`src/rtl/axi4_arb_pkg.sv`:
```
// Shared types and width helpers for the AXI4 read-address arbiter.
package axi4_arb_pkg;

    typedef enum logic {
        IDLE,
        LOCKED
    } state_t;

    // Fixed-width AR fields; id and user are parameterised and muxed alongside.
    typedef struct packed {
        logic [31:0] addr;
        logic [7:0]  len;
        logic [2:0]  size;
        logic [1:0]  burst;
        logic        lock;
        logic [2:0]  prot;
        logic [3:0]  cache;
    } ar_chan_t;

    function automatic int idx_w(input int n);
        return (n > 1) ? $clog2(n) : 1;
    endfunction

    function automatic int cnt_w(input int m);
        return $clog2(m + 1);
    endfunction

endpackage

```
`src/rtl/axi4_ar_arbiter_if.sv`:
```
// Requester AR ports, muxed AR output and R-channel snoop of the shared read-address channel.
interface axi4_ar_arbiter_if
    import axi4_arb_pkg::*;
#(
    parameter int N_SLV          = 2,
    parameter int AXI_ID_WIDTH   = 4,
    parameter int AXI_USER_WIDTH = 4
);
    localparam int IDX_W    = idx_w(N_SLV);
    localparam int OUT_ID_W = AXI_ID_WIDTH + IDX_W;

    logic [N_SLV*AXI_ID_WIDTH-1:0]   s_axi4_arid;
    logic [N_SLV*32-1:0]             s_axi4_araddr;
    logic [N_SLV*8-1:0]              s_axi4_arlen;
    logic [N_SLV*3-1:0]              s_axi4_arsize;
    logic [N_SLV*2-1:0]              s_axi4_arburst;
    logic [N_SLV-1:0]                s_axi4_arlock;
    logic [N_SLV*3-1:0]              s_axi4_arprot;
    logic [N_SLV*4-1:0]              s_axi4_arcache;
    logic [N_SLV*AXI_USER_WIDTH-1:0] s_axi4_aruser;
    logic [N_SLV-1:0]                s_axi4_arvalid;
    logic [N_SLV-1:0]                s_axi4_arready;

    logic [OUT_ID_W-1:0]             m_axi4_arid;
    logic [31:0]                     m_axi4_araddr;
    logic [7:0]                      m_axi4_arlen;
    logic [2:0]                      m_axi4_arsize;
    logic [1:0]                      m_axi4_arburst;
    logic                            m_axi4_arlock;
    logic [2:0]                      m_axi4_arprot;
    logic [3:0]                      m_axi4_arcache;
    logic [AXI_USER_WIDTH-1:0]       m_axi4_aruser;
    logic                            m_axi4_arvalid;
    logic                            m_axi4_arready;

    logic [OUT_ID_W-1:0]             m_axi4_rid;
    logic                            m_axi4_rlast;
    logic                            m_axi4_rvalid;
    logic                            m_axi4_rready;

    modport slave (
        input  s_axi4_arid, s_axi4_araddr, s_axi4_arlen, s_axi4_arsize, s_axi4_arburst,
               s_axi4_arlock, s_axi4_arprot, s_axi4_arcache, s_axi4_aruser, s_axi4_arvalid,
               m_axi4_arready, m_axi4_rid, m_axi4_rlast, m_axi4_rvalid, m_axi4_rready,
        output s_axi4_arready, m_axi4_arid, m_axi4_araddr, m_axi4_arlen, m_axi4_arsize,
               m_axi4_arburst, m_axi4_arlock, m_axi4_arprot, m_axi4_arcache, m_axi4_aruser,
               m_axi4_arvalid
    );

    modport master (
        output s_axi4_arid, s_axi4_araddr, s_axi4_arlen, s_axi4_arsize, s_axi4_arburst,
               s_axi4_arlock, s_axi4_arprot, s_axi4_arcache, s_axi4_aruser, s_axi4_arvalid,
               m_axi4_arready, m_axi4_rid, m_axi4_rlast, m_axi4_rvalid, m_axi4_rready,
        input  s_axi4_arready, m_axi4_arid, m_axi4_araddr, m_axi4_arlen, m_axi4_arsize,
               m_axi4_arburst, m_axi4_arlock, m_axi4_arprot, m_axi4_arcache, m_axi4_aruser,
               m_axi4_arvalid
    );

endinterface

```
`src/rtl/axi4_rr_sel.sv`:
```
// Round-robin pick: first set request at or after ptr, wrapping; purely combinational.
module axi4_rr_sel
    import axi4_arb_pkg::*;
#(
    parameter int  N_SLV = 2,
    localparam int IDX_W = idx_w(N_SLV)
) (
    input  logic [N_SLV-1:0] req,
    input  logic [IDX_W-1:0] ptr,
    output logic [IDX_W-1:0] sel,
    output logic             any
);
    logic [2*N_SLV-1:0] dbl;
    int                 first;

    // Upper copy supplies the wrapped-around candidates below ptr.
    always_comb begin
        dbl   = {req, req} & ({2*N_SLV{1'b1}} << ptr);
        first = 0;
        for (int j = 2*N_SLV-1; j >= 0; j--) begin
            if (dbl[j]) first = j;
        end
        any = |req;
        sel = (first >= N_SLV) ? IDX_W'(first - N_SLV) : IDX_W'(first);
    end

endmodule

```
`src/rtl/axi4_ar_arbiter.sv`:
```
// Round-robin AR arbiter with 0-cycle grant, grant held until handshake; requester blocked at MAX_OUTST in flight.
// Backpressure: m_axi4_arready routed only to the granted requester; arvalid never depends on arready.
module axi4_ar_arbiter
    import axi4_arb_pkg::*;
#(
    parameter int  N_SLV          = 2,
    parameter int  AXI_ID_WIDTH   = 4,
    parameter int  AXI_USER_WIDTH = 4,
    parameter int  MAX_OUTST      = 8,
    localparam int IDX_W          = idx_w(N_SLV),
    localparam int CNT_W          = cnt_w(MAX_OUTST)
) (
    input  logic                   axi4_aclk,
    input  logic                   axi4_arstn,
    axi4_ar_arbiter_if.slave       bus,
    output logic [N_SLV*CNT_W-1:0] outst_cnt_o,
    output logic                   err_o
);
    localparam int OUT_ID_W = AXI_ID_WIDTH + IDX_W;

    state_t                    state_q, state_d;
    logic [IDX_W-1:0]          gnt_q, gnt_d, rr_ptr_q, rr_ptr_d, rr_sel, sel, rid_idx;
    logic                      rr_any, m_vld, hs, r_done, err_set, err_q;
    logic [N_SLV-1:0]          elig, inc, dec, cnt_zero;
    logic [CNT_W-1:0]          cnt_q [N_SLV];
    ar_chan_t                  ch [N_SLV];
    logic [AXI_ID_WIDTH-1:0]   id_s [N_SLV];
    logic [AXI_USER_WIDTH-1:0] user_s [N_SLV];

    function automatic logic [IDX_W-1:0] next_idx(input logic [IDX_W-1:0] s);
        return (s == IDX_W'(N_SLV - 1)) ? '0 : s + 1'b1;
    endfunction

    always_comb begin
        for (int i = 0; i < N_SLV; i++) begin
            ch[i].addr  = bus.s_axi4_araddr[i*32 +: 32];
            ch[i].len   = bus.s_axi4_arlen[i*8 +: 8];
            ch[i].size  = bus.s_axi4_arsize[i*3 +: 3];
            ch[i].burst = bus.s_axi4_arburst[i*2 +: 2];
            ch[i].lock  = bus.s_axi4_arlock[i];
            ch[i].prot  = bus.s_axi4_arprot[i*3 +: 3];
            ch[i].cache = bus.s_axi4_arcache[i*4 +: 4];
            id_s[i]     = bus.s_axi4_arid[i*AXI_ID_WIDTH +: AXI_ID_WIDTH];
            user_s[i]   = bus.s_axi4_aruser[i*AXI_USER_WIDTH +: AXI_USER_WIDTH];
            elig[i]     = bus.s_axi4_arvalid[i] && (cnt_q[i] < CNT_W'(MAX_OUTST));
        end
    end

    axi4_rr_sel #(.N_SLV(N_SLV)) u_rr_sel (
        .req (elig),
        .ptr (rr_ptr_q),
        .sel (rr_sel),
        .any (rr_any)
    );

    always_comb begin
        state_d  = state_q;
        gnt_d    = gnt_q;
        rr_ptr_d = rr_ptr_q;
        sel      = rr_sel;
        m_vld    = 1'b0;
        case (state_q)
            IDLE: begin
                if (rr_any) begin
                    m_vld = 1'b1;
                    if (bus.m_axi4_arready) begin
                        rr_ptr_d = next_idx(rr_sel);
                    end else begin
                        gnt_d   = rr_sel;
                        state_d = LOCKED;
                    end
                end
            end
            LOCKED: begin
                sel   = gnt_q;
                m_vld = 1'b1;
                if (bus.m_axi4_arready) begin
                    rr_ptr_d = next_idx(gnt_q);
                    state_d  = IDLE;
                end
            end
            default: state_d = IDLE;
        endcase
        if (!axi4_arstn) m_vld = 1'b0;
        hs = m_vld && bus.m_axi4_arready;
    end

    always_comb begin
        bus.m_axi4_arvalid      = m_vld;
        bus.s_axi4_arready      = '0;
        bus.s_axi4_arready[sel] = hs;
        bus.m_axi4_arid         = {sel, id_s[sel]};
        bus.m_axi4_araddr       = ch[sel].addr;
        bus.m_axi4_arlen        = ch[sel].len;
        bus.m_axi4_arsize       = ch[sel].size;
        bus.m_axi4_arburst      = ch[sel].burst;
        bus.m_axi4_arlock       = ch[sel].lock;
        bus.m_axi4_arprot       = ch[sel].prot;
        bus.m_axi4_arcache      = ch[sel].cache;
        bus.m_axi4_aruser       = user_s[sel];
    end

    // A completion whose index is out of range matches no counter and only raises err.
    always_comb begin
        rid_idx = bus.m_axi4_rid[OUT_ID_W-1 -: IDX_W];
        r_done  = bus.m_axi4_rvalid && bus.m_axi4_rready && bus.m_axi4_rlast;
        for (int i = 0; i < N_SLV; i++) begin
            inc[i]      = hs && (sel == IDX_W'(i));
            dec[i]      = r_done && (rid_idx == IDX_W'(i));
            cnt_zero[i] = (cnt_q[i] == '0);
            outst_cnt_o[i*CNT_W +: CNT_W] = cnt_q[i];
        end
        err_set = r_done && ((int'(rid_idx) >= N_SLV) || (|(dec & cnt_zero)));
        err_o   = err_q;
    end

    always_ff @(posedge axi4_aclk) begin
        if (!axi4_arstn) begin
            state_q  <= IDLE;
            gnt_q    <= '0;
            rr_ptr_q <= '0;
        end else begin
            state_q  <= state_d;
            gnt_q    <= gnt_d;
            rr_ptr_q <= rr_ptr_d;
        end
    end

    always_ff @(posedge axi4_aclk) begin
        if (!axi4_arstn) begin
            for (int i = 0; i < N_SLV; i++) cnt_q[i] <= '0;
            err_q <= 1'b0;
        end else begin
            for (int i = 0; i < N_SLV; i++) begin
                if (inc[i] && !dec[i] && (cnt_q[i] != CNT_W'(MAX_OUTST))) begin
                    cnt_q[i] <= cnt_q[i] + 1'b1;
                end else if (dec[i] && !inc[i] && !cnt_zero[i]) begin
                    cnt_q[i] <= cnt_q[i] - 1'b1;
                end
            end
            if (err_set) err_q <= 1'b1;
        end
    end

    // A locked requester must keep arvalid up until its handshake.
    a_hold_valid: assert property (@(posedge axi4_aclk) disable iff (!axi4_arstn)
        (state_q == LOCKED) |-> bus.s_axi4_arvalid[gnt_q]);

endmodule
```
`src/flat_wrapper.sv`:
```
// flat-port wrapper written by rule: the top's interface ports become plain ports
module axi4_ar_arbiter_flat import axi4_arb_pkg::*;
#(
    parameter int  N_SLV          = 2,
    parameter int  AXI_ID_WIDTH   = 4,
    parameter int  AXI_USER_WIDTH = 4,
    parameter int  MAX_OUTST      = 8,
    localparam int IDX_W          = idx_w(N_SLV),
    localparam int CNT_W          = cnt_w(MAX_OUTST)
)
  (axi4_aclk, axi4_arstn, outst_cnt_o, err_o, bus_s_axi4_arid, bus_s_axi4_araddr, bus_s_axi4_arlen, bus_s_axi4_arsize, bus_s_axi4_arburst, bus_s_axi4_arlock, bus_s_axi4_arprot, bus_s_axi4_arcache, bus_s_axi4_aruser, bus_s_axi4_arvalid, bus_m_axi4_arready, bus_m_axi4_rid, bus_m_axi4_rlast, bus_m_axi4_rvalid, bus_m_axi4_rready, bus_s_axi4_arready, bus_m_axi4_arid, bus_m_axi4_araddr, bus_m_axi4_arlen, bus_m_axi4_arsize, bus_m_axi4_arburst, bus_m_axi4_arlock, bus_m_axi4_arprot, bus_m_axi4_arcache, bus_m_axi4_aruser, bus_m_axi4_arvalid);
  axi4_ar_arbiter_if #(.N_SLV(N_SLV), .AXI_ID_WIDTH(AXI_ID_WIDTH), .AXI_USER_WIDTH(AXI_USER_WIDTH)) bus_i ();
  input  logic axi4_aclk;
  input  logic axi4_arstn;
  output logic [N_SLV*CNT_W-1:0] outst_cnt_o;
  output logic err_o;
  input wire logic [$bits(bus_i.s_axi4_arid)-1:0] bus_s_axi4_arid;
  input wire logic [$bits(bus_i.s_axi4_araddr)-1:0] bus_s_axi4_araddr;
  input wire logic [$bits(bus_i.s_axi4_arlen)-1:0] bus_s_axi4_arlen;
  input wire logic [$bits(bus_i.s_axi4_arsize)-1:0] bus_s_axi4_arsize;
  input wire logic [$bits(bus_i.s_axi4_arburst)-1:0] bus_s_axi4_arburst;
  input wire logic [$bits(bus_i.s_axi4_arlock)-1:0] bus_s_axi4_arlock;
  input wire logic [$bits(bus_i.s_axi4_arprot)-1:0] bus_s_axi4_arprot;
  input wire logic [$bits(bus_i.s_axi4_arcache)-1:0] bus_s_axi4_arcache;
  input wire logic [$bits(bus_i.s_axi4_aruser)-1:0] bus_s_axi4_aruser;
  input wire logic [$bits(bus_i.s_axi4_arvalid)-1:0] bus_s_axi4_arvalid;
  input wire logic [$bits(bus_i.m_axi4_arready)-1:0] bus_m_axi4_arready;
  input wire logic [$bits(bus_i.m_axi4_rid)-1:0] bus_m_axi4_rid;
  input wire logic [$bits(bus_i.m_axi4_rlast)-1:0] bus_m_axi4_rlast;
  input wire logic [$bits(bus_i.m_axi4_rvalid)-1:0] bus_m_axi4_rvalid;
  input wire logic [$bits(bus_i.m_axi4_rready)-1:0] bus_m_axi4_rready;
  output wire logic [$bits(bus_i.s_axi4_arready)-1:0] bus_s_axi4_arready;
  output wire logic [$bits(bus_i.m_axi4_arid)-1:0] bus_m_axi4_arid;
  output wire logic [$bits(bus_i.m_axi4_araddr)-1:0] bus_m_axi4_araddr;
  output wire logic [$bits(bus_i.m_axi4_arlen)-1:0] bus_m_axi4_arlen;
  output wire logic [$bits(bus_i.m_axi4_arsize)-1:0] bus_m_axi4_arsize;
  output wire logic [$bits(bus_i.m_axi4_arburst)-1:0] bus_m_axi4_arburst;
  output wire logic [$bits(bus_i.m_axi4_arlock)-1:0] bus_m_axi4_arlock;
  output wire logic [$bits(bus_i.m_axi4_arprot)-1:0] bus_m_axi4_arprot;
  output wire logic [$bits(bus_i.m_axi4_arcache)-1:0] bus_m_axi4_arcache;
  output wire logic [$bits(bus_i.m_axi4_aruser)-1:0] bus_m_axi4_aruser;
  output wire logic [$bits(bus_i.m_axi4_arvalid)-1:0] bus_m_axi4_arvalid;
  assign bus_i.s_axi4_arid = bus_s_axi4_arid;
  assign bus_i.s_axi4_araddr = bus_s_axi4_araddr;
  assign bus_i.s_axi4_arlen = bus_s_axi4_arlen;
  assign bus_i.s_axi4_arsize = bus_s_axi4_arsize;
  assign bus_i.s_axi4_arburst = bus_s_axi4_arburst;
  assign bus_i.s_axi4_arlock = bus_s_axi4_arlock;
  assign bus_i.s_axi4_arprot = bus_s_axi4_arprot;
  assign bus_i.s_axi4_arcache = bus_s_axi4_arcache;
  assign bus_i.s_axi4_aruser = bus_s_axi4_aruser;
  assign bus_i.s_axi4_arvalid = bus_s_axi4_arvalid;
  assign bus_i.m_axi4_arready = bus_m_axi4_arready;
  assign bus_i.m_axi4_rid = bus_m_axi4_rid;
  assign bus_i.m_axi4_rlast = bus_m_axi4_rlast;
  assign bus_i.m_axi4_rvalid = bus_m_axi4_rvalid;
  assign bus_i.m_axi4_rready = bus_m_axi4_rready;
  assign bus_s_axi4_arready = bus_i.s_axi4_arready;
  assign bus_m_axi4_arid = bus_i.m_axi4_arid;
  assign bus_m_axi4_araddr = bus_i.m_axi4_araddr;
  assign bus_m_axi4_arlen = bus_i.m_axi4_arlen;
  assign bus_m_axi4_arsize = bus_i.m_axi4_arsize;
  assign bus_m_axi4_arburst = bus_i.m_axi4_arburst;
  assign bus_m_axi4_arlock = bus_i.m_axi4_arlock;
  assign bus_m_axi4_arprot = bus_i.m_axi4_arprot;
  assign bus_m_axi4_arcache = bus_i.m_axi4_arcache;
  assign bus_m_axi4_aruser = bus_i.m_axi4_aruser;
  assign bus_m_axi4_arvalid = bus_i.m_axi4_arvalid;
  axi4_ar_arbiter #(.N_SLV(N_SLV), .AXI_ID_WIDTH(AXI_ID_WIDTH), .AXI_USER_WIDTH(AXI_USER_WIDTH), .MAX_OUTST(MAX_OUTST)) u_core (.axi4_aclk(axi4_aclk), .axi4_arstn(axi4_arstn), .bus(bus_i), .outst_cnt_o(outst_cnt_o), .err_o(err_o));
endmodule
```
`config.mk`:
```
export PLATFORM = sky130hd
export DESIGN_NAME = axi4_ar_arbiter_flat
export DESIGN_NICKNAME = d
export VERILOG_FILES = /design/src/rtl/axi4_arb_pkg.sv /design/src/rtl/axi4_ar_arbiter_if.sv /design/src/rtl/axi4_rr_sel.sv /design/src/rtl/axi4_ar_arbiter.sv /design/src/flat_wrapper.sv
export SDC_FILE = /design/constraint.sdc
export NUM_CORES = 1
export LEC_CHECK = 0
export ABC_AREA = 1
export ABC_CLOCK_PERIOD_IN_PS = 2940
export CORE_MARGIN = 2
export CORE_UTILIZATION = 27
export CTS_CLUSTER_SIZE = 40
export DETAILED_ROUTE_END_ITERATION = 16
export PLACE_DENSITY = 0.82
export SETUP_SLACK_MARGIN = 0.05
export SLEW_MARGIN = 0
export SYNTH_ARGS = -nofsm -noshare
export SYNTH_HDL_FRONTEND = slang
export SYNTH_SLANG_ARGS = --single-unit
```
`constraint.sdc`:
```
create_clock -name axi4_aclk -period 2.94 [get_ports axi4_aclk]
set_input_delay 0.294 -clock axi4_aclk [delete_from_list [all_inputs] [get_ports axi4_aclk]]
set_output_delay 0.294 -clock axi4_aclk [all_outputs]
set_load 0.01 [all_outputs]
```
==> results_dict.tcl <==
set metrics [dict create \
    status "finished clean" \
    num_antenna_cells 0 \
    arrival_ns 2.30 \
    worstPathRequired_ns 2.65 \
    finClkSkew_ns 0.01024 \
    gp_congestion 0.8500 \
    portBuffers 204 \
    syn_area_um2 1753 \
    r2r_end "u_core.cnt_q[0][3]" \
    rows 29 \
    die_x_um 84.58 \
    routed_wl_um 7189 \
    grt_max_degree 47 \
    finalCritPeriodShare 0.8820 \
    area_growth_pct 124.1 \
    clk_path_buf_depth 2 \
    setup_tns_ns 0 \
    antenna_found_initial 0 \
    crit_slowest_cell "clkdlybuf4s50_1" \
    yosysSeqAreaShare 0.1827 \
    cp_max_fo 22 \
    die_y_um 84.58 \
    drive_above_1_share 0.06564 \
    clk_pin_slew_ns 0.06 \
    setup_viol 0 \
    ys_seq_elements 12 \
    worst_slew_pin_slew_ns 0.2919 \
    pre_cts_ws_ns 0.2840 \
    reg2reg_depth 17 \
    hold_path.class "register to register" \
    ant_nets 0 \
    multi_input_area_um2 1264 \
    first_global_vias 2455 \
    grt_use_total 0.1862 \
    r2r_start "u_core.cnt_q[0][3]" \
    min_period_ns 2.593 \
    synth_warnings 0 \
    rrSetupSlack_ns 0.49 \
    startpoint_type "register" \
    cts_resized 0 \
    start_util 0.2776 \
    wl_per_cell_um 12.08 \
    regArea_um2 320.3 \
    async_flop_share 0 \
    slew_headroom 0.8048 \
    num_vias 2619 \
    power_mw 1.137 \
    crit_chain "inv_2 -> nand2_2 -> inv_2 -> nand3_2 -> nand2_4 -> buf_4 -> nand2_1 -> nand2_1 -> clkdlybuf4s50_1" \
    clockRootBuffer "clkbuf_8" \
    fin_cells 595 \
    cts_tree "yes" \
    drt-pass1-iter-count 4 \
    max_cap_viol_count 0 \
    whs_path_depth 2 \
    ios 209 \
    core_region_area_um2 6314 \
    fin_ws_ns 0.3470 \
    ys_types 28 \
    whs_endpoint "u_core.rr_ptr_q" \
    syn_nets 459 \
    crit_type "register to output pin" \
    cellPowerDensity_nw_per_um2 289.4 \
    drtIter0Drc 88 \
    placed_cells 592 \
    synth_cells 319 \
    fin_nets 660 \
    drv_slew 0 \
    top_usage_layer "met2" \
    met1_usage 0.2030 \
    synth-edff-count 8 \
    fill_cells 579 \
    ir_drop_v 0.0002804 \
    cts_made_buffers 3 \
    p_leak_nw 1.914 \
    dp_hpwl_um 6167 \
    cts_setup_buffers 0 \
    crit_path_end_kind "output pin" \
    clock_sinks 12 \
    cts.hold.buffers_added 0 \
    hold_start "u_core.rr_ptr_q" \
    grt_pass1_wl_um 11060 \
    worstSkewPairLatency_ns 0.25 \
    synth_area_per_cell_um2 5.495 \
    max_stage_delay_ns 0.57 \
    ctsHtreeMaxLevel 1 \
    rsz0062_at_grt "no" \
    hold_viol_final 0 \
    fmax_mhz 385.7 \
    dieArea_um2 7153 \
    vias_per_cell 4.402 \
    grtUsageMet3 0.05900 \
    grt-ovfl-total 0 \
    grtUsageMet2 0.3486 \
    drc 0 \
    synth_ff_type "edfxtp_1" \
]
-- cell type report --
| class | count | share of cell area |
|---|---|---|
| sequential | 12 | 0.08155 |
| clock buffer | 3 | 0.01051 |
| tap | 77 | 0.02453 |
| timing repair buffer | 209 | 0.5358 |
| multi-input combinational | 267 | 0.3218 |
| inverter | 27 | 0.02580 |
-- logic make-up after synthesis --
logic type      synth area share
xor+xnor                 0.01999
flops                     0.1827
fa+ha+maj                0.03997
simple gates              0.6346
buf+inv                  0.09636
compound gates           0.02641
-- state kept, by name, indices dropped and copies added (netlist names) --
register,count
u_core.gnt_q,1
u_core.rr_ptr_q,1
u_core.state_q,1
u_core.err_o,1
u_core.cnt_q,8
-- stage by stage --
stage / hold WS (ns) / utilization / cell area (µm²)
after global routing: 0.5112 / 0.6221 / 3928
after global placement: 0.4626 / 0.6155 / 3886
after floorplan: 0.3664 / - / 1753
after detailed placement: 0.4707 / 0.6155 / 3886
after CTS: 0.4794 / 0.6221 / 3928
final: 0.4756 / 0.6221 / 3928
-- critical path, delay by kind of cell (launching register included) --
kind                   cells  cell delay [ns]
AND/OR/NAND/NOR            5             0.55
flip-flops                 1             0.48
buffers and inverters      4             1.00
-- metal layers --
| metal | wire [µm] | share of wire | vias to the layer above |
|---|---|---|---|
| met3 | 713 | 0.099 | 12 |
| met5 | 0 | 0 | - |
| li1 | - | - | 1363 |
| met2 | 3570 | 0.50 | 129 |
| met4 | 138 | 0.019 | 0 |
| met1 | 2767 | 0.38 | 1115 |
-- synthesized netlist by cell type (2+ instances only) --
master      n  area, µm²
edfxtp_1    8      240.2
nand3_1    11      55.05
nor2_2      2      12.51
inv_2       7      26.28
ha_1        4      50.05
o21ai_0     2      10.01
inv_1      20      75.07
nand2_1   207      777.0
nor2_8      2      40.04
nand2_8     2      40.04
nand3_2     3      30.03
nand2_2     3      18.77
xor2_1      2      17.52
buf_2      12      60.06
dfxtp_1     4      80.08
nand2_4     4      45.04
xnor2_1     2      17.52
nor2_1     12      45.04
a21oi_1     3      15.01
-- placed cells by master (no fill, tap or decap), drive strengths merged --
cell / n
dfxtp: 4
ha: 4
nor3: 1
nand2: 216
inv: 27
nor2: 16
a211oi: 1
or2: 1
nand4: 1
nand3: 15
clkbuf: 3
a22o: 1
buf: 5
edfxtp: 8
fa: 1
a21oi: 3
clkdlybuf4s50: 204
xor2: 2
o21ai: 3
xnor2: 2
-- power by group --
part           internal (mW)  switching (mW)
Sequential             0.197          0.0139
Clock                 0.0904          0.0636
Combinational          0.445           0.326
Total                  0.733           0.404
-- worst max-delay path by stage --
stage	start	slack [ns]	depth (start not counted)	end
floorplan	u_core.cnt_q[1][3]	0.72	17	u_core.cnt_q[0][3]
global placement	bus_s_axi4_arvalid[0]	0.33	17	u_core.cnt_q[0][3]
detailed placement	bus_s_axi4_arvalid[0]	0.28	17	u_core.cnt_q[0][3]
CTS	u_core.cnt_q[1][3]	0.35	9	bus_m_axi4_araddr[22]
global route	u_core.cnt_q[1][3]	0.23	9	bus_m_axi4_aruser[2]
finish	u_core.cnt_q[1][3]	0.35	9	bus_m_axi4_araddr[3]
Note: power is estimated with default switching activity, not from simulation.
